## src/rtl/seg7_scan_driver_if.sv

```systemverilog
// Load/display bus of the multiplexed seven-segment driver.
// The master side loads values; the slave side (the driver) returns status and pin drives.
interface seg7_scan_driver_if #(
    parameter int unsigned NUM_DIGITS = 4,
    parameter int unsigned BIN_WIDTH  = 14
);
    logic [BIN_WIDTH-1:0]  value_in;
    logic                  load;
    logic                  busy;
    logic                  overflow;
    logic [7:0]            seg;
    logic [NUM_DIGITS-1:0] an;

    modport master (output value_in, load, input busy, overflow, seg, an);
    modport slave  (input value_in, load, output busy, overflow, seg, an);
endinterface

```

## src/rtl/seg7_scan_driver.sv

```systemverilog
// Binary-to-BCD (double-dabble, one bit per clock) feeding a time-multiplexed
// seven-segment display with leading-zero blanking, overflow pattern and pin polarity.
module seg7_scan_driver #(
    parameter int unsigned NUM_DIGITS     = 4,
    parameter int unsigned BIN_WIDTH      = 14,
    parameter int unsigned SCAN_DIV       = 50000,
    parameter bit          LZ_BLANK       = 1'b1,
    parameter bit          SEG_ACTIVE_LOW = 1'b0,
    parameter bit          AN_ACTIVE_LOW  = 1'b1,
    parameter logic [7:0]  OVF_PATTERN    = 8'b00010000
) (
    input logic               clk,
    input logic               rst,
    seg7_scan_driver_if.slave bus
);
    // Nibbles for any BIN_WIDTH-bit value, always at least one above the display.
    localparam int unsigned BinNib = (BIN_WIDTH * 302) / 1000 + 1;
    localparam int unsigned BcdNib = (BinNib > NUM_DIGITS) ? BinNib : NUM_DIGITS + 1;
    localparam int unsigned BcdW   = 4 * BcdNib;
    localparam int unsigned DispW  = 4 * NUM_DIGITS;
    localparam int unsigned CntW   = $clog2(BIN_WIDTH + 1);
    localparam int unsigned PresW  = $clog2(SCAN_DIV);
    localparam int unsigned IdxW   = (NUM_DIGITS > 1) ? $clog2(NUM_DIGITS) : 1;

    typedef enum logic [1:0] {StIdle, StShift, StDone} state_e;

    state_e                  state_q, state_d;
    logic [BIN_WIDTH-1:0]    bin_q, bin_d;
    logic [BcdW-1:0]         bcd_q, bcd_d;
    logic [BcdW-1:0]         bcd_adj;
    logic [CntW-1:0]         cnt_q, cnt_d;
    logic [DispW-1:0]        disp_q, disp_d;
    logic                    ovf_q, ovf_d;
    logic [PresW-1:0]        pres_q, pres_d;
    logic [IdxW-1:0]         idx_q, idx_d;
    logic [7:0]              seg_q, seg_d;
    logic [NUM_DIGITS-1:0]   an_q, an_d;
    logic [3:0]              digit_nib;
    logic                    upper_nz;
    logic [7:0]              seg_raw;
    logic [NUM_DIGITS-1:0]   an_one;

    always_comb begin
        state_d = state_q;
        bin_d   = bin_q;
        bcd_d   = bcd_q;
        cnt_d   = cnt_q;
        disp_d  = disp_q;
        ovf_d   = ovf_q;
        bcd_adj = bcd_q;
        for (int i = 0; i < BcdNib; i++) begin
            if (bcd_q[4*i +: 4] >= 4'd5) begin
                bcd_adj[4*i +: 4] = bcd_q[4*i +: 4] + 4'd3;
            end
        end
        case (state_q)
            StIdle: begin
                if (bus.load) begin
                    bin_d   = bus.value_in;
                    bcd_d   = '0;
                    cnt_d   = CntW'(BIN_WIDTH);
                    state_d = StShift;
                end
            end
            StShift: begin
                bcd_d = (bcd_adj << 1) | BcdW'(bin_q[BIN_WIDTH-1]);
                bin_d = bin_q << 1;
                cnt_d = cnt_q - CntW'(1);
                if (cnt_q == CntW'(1)) begin
                    state_d = StDone;
                end
            end
            StDone: begin
                // Display only ever sees a finished conversion.
                disp_d  = bcd_q[DispW-1:0];
                ovf_d   = |bcd_q[BcdW-1:DispW];
                state_d = StIdle;
            end
            default: state_d = StIdle;
        endcase
    end

    always_comb begin
        pres_d = pres_q + PresW'(1);
        idx_d  = idx_q;
        if (pres_q == PresW'(SCAN_DIV - 1)) begin
            pres_d = '0;
            idx_d  = (idx_q == IdxW'(NUM_DIGITS - 1)) ? '0 : idx_q + IdxW'(1);
        end

        digit_nib = disp_q[4*idx_q +: 4];
        upper_nz  = 1'b0;
        for (int j = 0; j < NUM_DIGITS; j++) begin
            if (j >= int'(idx_q) && disp_q[4*j +: 4] != 4'd0) begin
                upper_nz = 1'b1;
            end
        end

        if (ovf_q) begin
            seg_raw = OVF_PATTERN;
        end else if (LZ_BLANK && idx_q != '0 && !upper_nz) begin
            seg_raw = 8'b00000000;
        end else begin
            case (digit_nib)
                4'd0:    seg_raw = 8'b11101011;
                4'd1:    seg_raw = 8'b00101000;
                4'd2:    seg_raw = 8'b10110011;
                4'd3:    seg_raw = 8'b10111010;
                4'd4:    seg_raw = 8'b01111000;
                4'd5:    seg_raw = 8'b11011010;
                4'd6:    seg_raw = 8'b11011011;
                4'd7:    seg_raw = 8'b10101000;
                4'd8:    seg_raw = 8'b11111011;
                4'd9:    seg_raw = 8'b11111010;
                default: seg_raw = 8'b00000000;
            endcase
        end
        seg_d = SEG_ACTIVE_LOW ? ~seg_raw : seg_raw;

        an_one        = '0;
        an_one[idx_q] = 1'b1;
        an_d          = an_one ^ {NUM_DIGITS{AN_ACTIVE_LOW}};
    end

    always_ff @(posedge clk) begin
        if (rst) begin
            state_q <= StIdle;
            bin_q   <= '0;
            bcd_q   <= '0;
            cnt_q   <= '0;
            disp_q  <= '0;
            ovf_q   <= 1'b0;
            pres_q  <= '0;
            idx_q   <= '0;
            seg_q   <= {8{SEG_ACTIVE_LOW}};
            an_q    <= {NUM_DIGITS{AN_ACTIVE_LOW}};
        end else begin
            state_q <= state_d;
            bin_q   <= bin_d;
            bcd_q   <= bcd_d;
            cnt_q   <= cnt_d;
            disp_q  <= disp_d;
            ovf_q   <= ovf_d;
            pres_q  <= pres_d;
            idx_q   <= idx_d;
            seg_q   <= seg_d;
            an_q    <= an_d;
        end
    end

    assign bus.busy     = (state_q != StIdle);
    assign bus.overflow = ovf_q;
    assign bus.seg      = seg_q;
    assign bus.an       = an_q;
endmodule
```

## src/flat_wrapper.sv

```systemverilog
// flat-port wrapper written by rule: the top's interface ports become plain ports
module seg7_scan_driver_flat 
#(
    parameter int unsigned NUM_DIGITS     = 4,
    parameter int unsigned BIN_WIDTH      = 14,
    parameter int unsigned SCAN_DIV       = 50000,
    parameter bit          LZ_BLANK       = 1'b1,
    parameter bit          SEG_ACTIVE_LOW = 1'b0,
    parameter bit          AN_ACTIVE_LOW  = 1'b1,
    parameter logic [7:0]  OVF_PATTERN    = 8'b00010000
)
  (clk, rst, bus_value_in, bus_load, bus_busy, bus_overflow, bus_seg, bus_an);
  seg7_scan_driver_if #(.NUM_DIGITS(NUM_DIGITS), .BIN_WIDTH(BIN_WIDTH)) bus_i ();
  input logic clk;
  input logic rst;
  input wire logic [$bits(bus_i.value_in)-1:0] bus_value_in;
  input wire logic [$bits(bus_i.load)-1:0] bus_load;
  output wire logic [$bits(bus_i.busy)-1:0] bus_busy;
  output wire logic [$bits(bus_i.overflow)-1:0] bus_overflow;
  output wire logic [$bits(bus_i.seg)-1:0] bus_seg;
  output wire logic [$bits(bus_i.an)-1:0] bus_an;
  assign bus_i.value_in = bus_value_in;
  assign bus_i.load = bus_load;
  assign bus_busy = bus_i.busy;
  assign bus_overflow = bus_i.overflow;
  assign bus_seg = bus_i.seg;
  assign bus_an = bus_i.an;
  seg7_scan_driver #(.NUM_DIGITS(NUM_DIGITS), .BIN_WIDTH(BIN_WIDTH), .SCAN_DIV(SCAN_DIV), .LZ_BLANK(LZ_BLANK), .SEG_ACTIVE_LOW(SEG_ACTIVE_LOW), .AN_ACTIVE_LOW(AN_ACTIVE_LOW), .OVF_PATTERN(OVF_PATTERN)) u_core (.clk(clk), .rst(rst), .bus(bus_i));
endmodule
```

## config.mk

```make
export PLATFORM = sky130hd
export DESIGN_NAME = seg7_scan_driver_flat
export DESIGN_NICKNAME = d
export VERILOG_FILES = /design/src/rtl/seg7_scan_driver_if.sv /design/src/rtl/seg7_scan_driver.sv /design/src/flat_wrapper.sv
export SDC_FILE = /design/constraint.sdc
export NUM_CORES = 1
export LEC_CHECK = 0
export ABC_AREA = 0
export BUFFER_PORTS_ARGS = -buffer_cell sky130_fd_sc_hd__buf_2
export CORE_MARGIN = 2
export CORE_UTILIZATION = 41
export DETAILED_ROUTE_END_ITERATION = 10
export PLACE_DENSITY_LB_ADDON = 0.15
export SETUP_SLACK_MARGIN = 0.4
export SLEW_MARGIN = 10
export SYNTH_ARGS = -nofsm -noshare
export SYNTH_HDL_FRONTEND = slang
export SYNTH_SLANG_ARGS = --single-unit
```

## constraint.sdc

```tcl
create_clock -name clk -period 1.8 [get_ports clk]
set_input_delay 0.18 -clock clk [delete_from_list [all_inputs] [get_ports clk]]
set_output_delay 0.18 -clock clk [all_outputs]
set_load 0.02 [all_outputs]
```

==> out/metrics.json <==
{
  "outcome": {"value": "finished, final reports clean"},
  "latest_clock_arrival_within_the_worst_skew_pair": {"value": 0.35, "unit": "ns"},
  "grt_usage": {"value": 18.1, "unit": "%"},
  "r2r-start": {"value": "u_core.idx_q[0]$_SDFFE_PP0P_"},
  "cts.clk_slew.worst_paths": {"value": 0.09, "unit": "ns"},
  "final_layout_size_suffix_gt1_share": {"value": 37.5, "unit": "%"},
  "initial_core_util": {"value": 42.6, "unit": "%"},
  "std_cell_rows": {"value": 35},
  "postSynth.asyncResetShare": {"value": 0, "unit": "%"},
  "gp_congestion": {"value": 0.818},
  "cts_made_buffers": {"value": 9},
  "drc": {"value": 0},
  "worst_ir_drop_vdd": {"value": 394, "unit": "uV"},
  "ctsRootBufferMaster": {"value": "sky130_fd_sc_hd__clkbuf_8"},
  "syn-num-nets": {"value": 505},
  "drt_iter0_drc": {"value": 125},
  "antenna-diode-count": {"value": 0},
  "setup_violations": {"value": 0},
  "p_leak": {"value": 2.02, "unit": "nW"},
  "grt_pass1_wl": {"value": 15000, "unit": "um"},
  "critical_path_class": {"value": "register to register"},
  "synthesis.area": {"value": 0.00396, "unit": "mm^2"},
  "crit_path_end_kind": {"value": "register"},
  "synth-edff-count": {"value": 0},
  "post-synth-top-area-fraction": {"value": 43.5, "unit": "%"},
  "fin_crit": {"value": 1.72, "unit": "ns"},
  "area_delta_synth_final": {"value": 34.5, "unit": "%"},
  "hp-start": {"value": "bus_value_in[0]"},
  "ys_dominant_reg_cell": {"value": "sky130_fd_sc_hd__dfxtp_1"},
  "power.density": {"value": 731, "unit": "mW/mm^2"},
  "reg2reg_depth": {"value": 6},
  "cp-start-kind": {"value": "register"},
  "io_pins": {"value": 31},
  "totalNegativeSetupSlack": {"value": 0, "unit": "ns"},
  "cts_num_sinks": {"value": 86},
  "fin_util": {"value": 57.3, "unit": "%"},
  "rsz0062_at_grt": {"value": "true"},
  "dieWidth": {"value": 102, "unit": "um"},
  "synth_area_leader_cell": {"value": "sky130_fd_sc_hd__dfxtp_1"},
  "max_cap_violations": {"value": 0},
  "max_frequency": {"value": 580, "unit": "MHz"},
  "gr-total-overflow": {"value": 0},
  "htree_num_levels": {"value": 3},
  "critical_path.reg2reg.endpoint": {"value": "u_core.bus.seg[4]$_SDFF_PP0_"},
  "timing.reg2reg.setup_slack": {"value": 0.08, "unit": "ns"},
  "min_to": {"value": "u_core.bin_q[0]$_SDFFE_PP0P_"},
  "whs_path_depth": {"value": 2},
  "synth_cells": {"value": 463},
  "synth.distinct_cells": {"value": 42},
  "route.detailed.vias_per_inst": {"value": 5.07},
  "final_worst_path_cycle_share": {"value": 95.8, "unit": "%"},
  "drt-pass1-iter-count": {"value": 4},
  "die_area": {"value": 0.0105, "unit": "mm^2"},
  "ant_nets": {"value": 0},
  "final.setup_skew": {"value": 0.0133, "unit": "ns"},
  "grt_start_max_net_pins": {"value": 24},
  "synth_seq_cells": {"value": 86},
  "final-max-slew-violation-count": {"value": 0},
  "worstPathArrival": {"value": 2.00, "unit": "ns"},
  "area.sequential": {"value": 0.00177, "unit": "mm^2"},
  "grt_antenna_before_repair": {"value": 0},
  "floorplan.die.height": {"value": 102, "unit": "um"},
  "critical_path.max_fanout": {"value": 8},
  "clk_path_buf_depth": {"value": 2},
  "ys_warn_count": {"value": 0},
  "hold_violations": {"value": 0},
  "routedWlPerCell": {"value": 13.8, "unit": "um"},
  "worstPathRequired": {"value": 2.08, "unit": "ns"},
  "totalWireLength": {"value": 9110, "unit": "um"},
  "final.fill_count": {"value": 826},
  "worstHoldPathType": {"value": "primary input to register"},
  "synth_top_cells_by_area": {"value": "sky130_fd_sc_hd__dfxtp_1 44%, sky130_fd_sc_hd__ha_1 7.9%, sky130_fd_sc_hd__nand2_1 6.4%"},
  "detailroute.via_count": {"value": 3342},
  "via_count_of_the_first_global_routing_pass": {"value": 3174},
  "dp_hpwl": {"value": 5760, "unit": "um"},
  "io_buf_count": {"value": 29},
  "multi_input_comb_area": {"value": 0.00251, "unit": "mm^2"},
  "placeableCoreArea": {"value": 0.00928, "unit": "mm^2"},
  "syn_avg_cell_area": {"value": 8.54, "unit": "um^2"},
  "synth-seq-area-share": {"value": 43.5, "unit": "%"},
  "final_net_count": {"value": 569},
  "cts_tree": {"value": "yes"},
  "number_of_buffers_inserted_for_hold_repair_after_clock_tree_synthesis": {"value": 0}
}
[power breakdown]
group	internal (W)	switching, W
Clock	0.000802	0.000659
Sequential	0.00195	0.0000478
Combinational	0.000178	0.000250
Total	0.00293	0.000957
[worst max-delay path by stage]
stage	startpoint	end	slack [ns]
finish	u_core.idx_q[0]$_SDFFE_PP0P_	u_core.bus.seg[4]$_SDFF_PP0_	0.08
global route	u_core.idx_q[0]$_SDFFE_PP0P_	u_core.bus.seg[4]$_SDFF_PP0_	0.01
CTS	u_core.idx_q[0]$_SDFFE_PP0P_	u_core.bus.seg[7]$_SDFF_PP0_	0.08
detailed placement	u_core.idx_q[0]$_SDFFE_PP0P_	u_core.bus.seg[1]$_SDFF_PP0_	0.03
global placement	u_core.idx_q[0]$_SDFFE_PP0P_	u_core.bus.seg[1]$_SDFF_PP0_	0.07
floorplan	u_core.idx_q[0]$_SDFFE_PP0P_	u_core.bus.seg[1]$_SDFF_PP0_	0.08
[cell families (layout without fill, tap and decap cells)]
| family | Yosys count | count (layout) | synth area share [%] |
|---|---|---|---|
| AOI/OAI and AO/OA | 95 | 95 | 14.8 |
| xor gates and xnor gates | 23 | 23 | 5.09 |
| other | 1 | 1 | 0.0948 |
| adders and majority gates | 25 | 25 | 7.91 |
| buffers and inverters | 45 | 112 | 4.68 |
| DFF | 86 | 86 | 43.5 |
| muxes | 10 | 10 | 3.57 |
| and+or+nand+nor | 178 | 178 | 20.3 |
[placed cells by master (no fill, tap or decap), drive strengths merged, types with 2 or more instances in the layout]
| cell | n |
|---|---|
| a211oi | 3 |
| a21o | 4 |
| a21oi | 45 |
| a22o | 2 |
| a22oi | 20 |
| a32oi | 3 |
| and2 | 4 |
| buf | 78 |
| bufinv | 2 |
| clkbuf | 10 |
| dfxtp | 86 |
| ha | 25 |
| inv | 20 |
| mux2i | 7 |
| mux4 | 3 |
| nand2 | 67 |
| nand2b | 16 |
| nand3 | 12 |
| nand4 | 3 |
| nor2 | 48 |
| nor2b | 2 |
| nor3 | 15 |
| nor4 | 6 |
| o211ai | 3 |
| o21ai | 10 |
| xnor2 | 14 |
| xor2 | 9 |
[per-stage QoR]
stage / area [um^2] / cells / worst slack, ns / hold WS (ns) / power (W)
floorplan: 4040 / 463 / 0.0785 / 0.306 / 0.00227
global placement: 4340 / 611 / 0.0745 / 0.391 / 0.00239
detailed placement: 4340 / 611 / 0.0276 / 0.404 / 0.00240
CTS: 4860 / 647 / 0.0750 / 0.0223 / 0.00391
global route: 5320 / 659 / 0.0126 / 0.0290 / 0.00409
finish: 5320 / 659 / 0.0757 / 0.0329 / 0.00389
[metal layers]
layer / vias up / track usage [%] / routed length, um
li1: 1699 / - / -
met1: 1568 / 24.5 / 4310
met2: 57 / 28.9 / 4340
met3: 18 / 2.87 / 278
met4: 0 / 7.69 / 184
met5: - / 0 / 0
[cells in the mapped netlist, types with 12 or more instances]
cell type / instances
sky130_fd_sc_hd__a22oi_1: 20
sky130_fd_sc_hd__nand3_1: 12
sky130_fd_sc_hd__nor2_1: 48
sky130_fd_sc_hd__clkbuf_1: 19
sky130_fd_sc_hd__inv_1: 20
sky130_fd_sc_hd__ha_1: 25
sky130_fd_sc_hd__a21oi_1: 45
sky130_fd_sc_hd__xnor2_1: 14
sky130_fd_sc_hd__nand2_1: 67
sky130_fd_sc_hd__nor3_1: 14
sky130_fd_sc_hd__dfxtp_1: 86
sky130_fd_sc_hd__nand2b_1: 16
[layout make-up]
class / count / share of cell area, %
multi-input combinational: 332 / 47.1
tap: 129 / 3.03
clock buffer: 10 / 2.59
sequential: 86 / 33.2
inverter: 20 / 1.65
timing repair buffer: 78 / 11.1
clock inverter: 4 / 1.36
[registers in the layout, summed over array words and instances (netlist names)]
signal               count
u_core.idx_q             2
u_core.bcd_q            20
u_core.bin_q            14
u_core.state_q           2
u_core.bus.seg           7
u_core.cnt_q             4
u_core.disp_q           16
u_core.bus.an            4
u_core.bus.overflow      1
u_core.pres_q           16
[timing repair]
item	CTS	global route
endpoints found under the setup margin	61	56
cloned	1	1
resized for setup	34	95
buffers inserted	21	11
pin swaps	17	37
[worst max-delay path, stage by stage, from the launching register on]
cell,delay [ns]
sky130_fd_sc_hd__dfxtp_4,0.38
sky130_fd_sc_hd__buf_4,0.12
sky130_fd_sc_hd__mux4_2,0.63
sky130_fd_sc_hd__nor2_2,0.17
sky130_fd_sc_hd__and2_4,0.19
sky130_fd_sc_hd__nor3_1,0.07
sky130_fd_sc_hd__nor3_2,0.10
(Power assumes the default switching activity.)
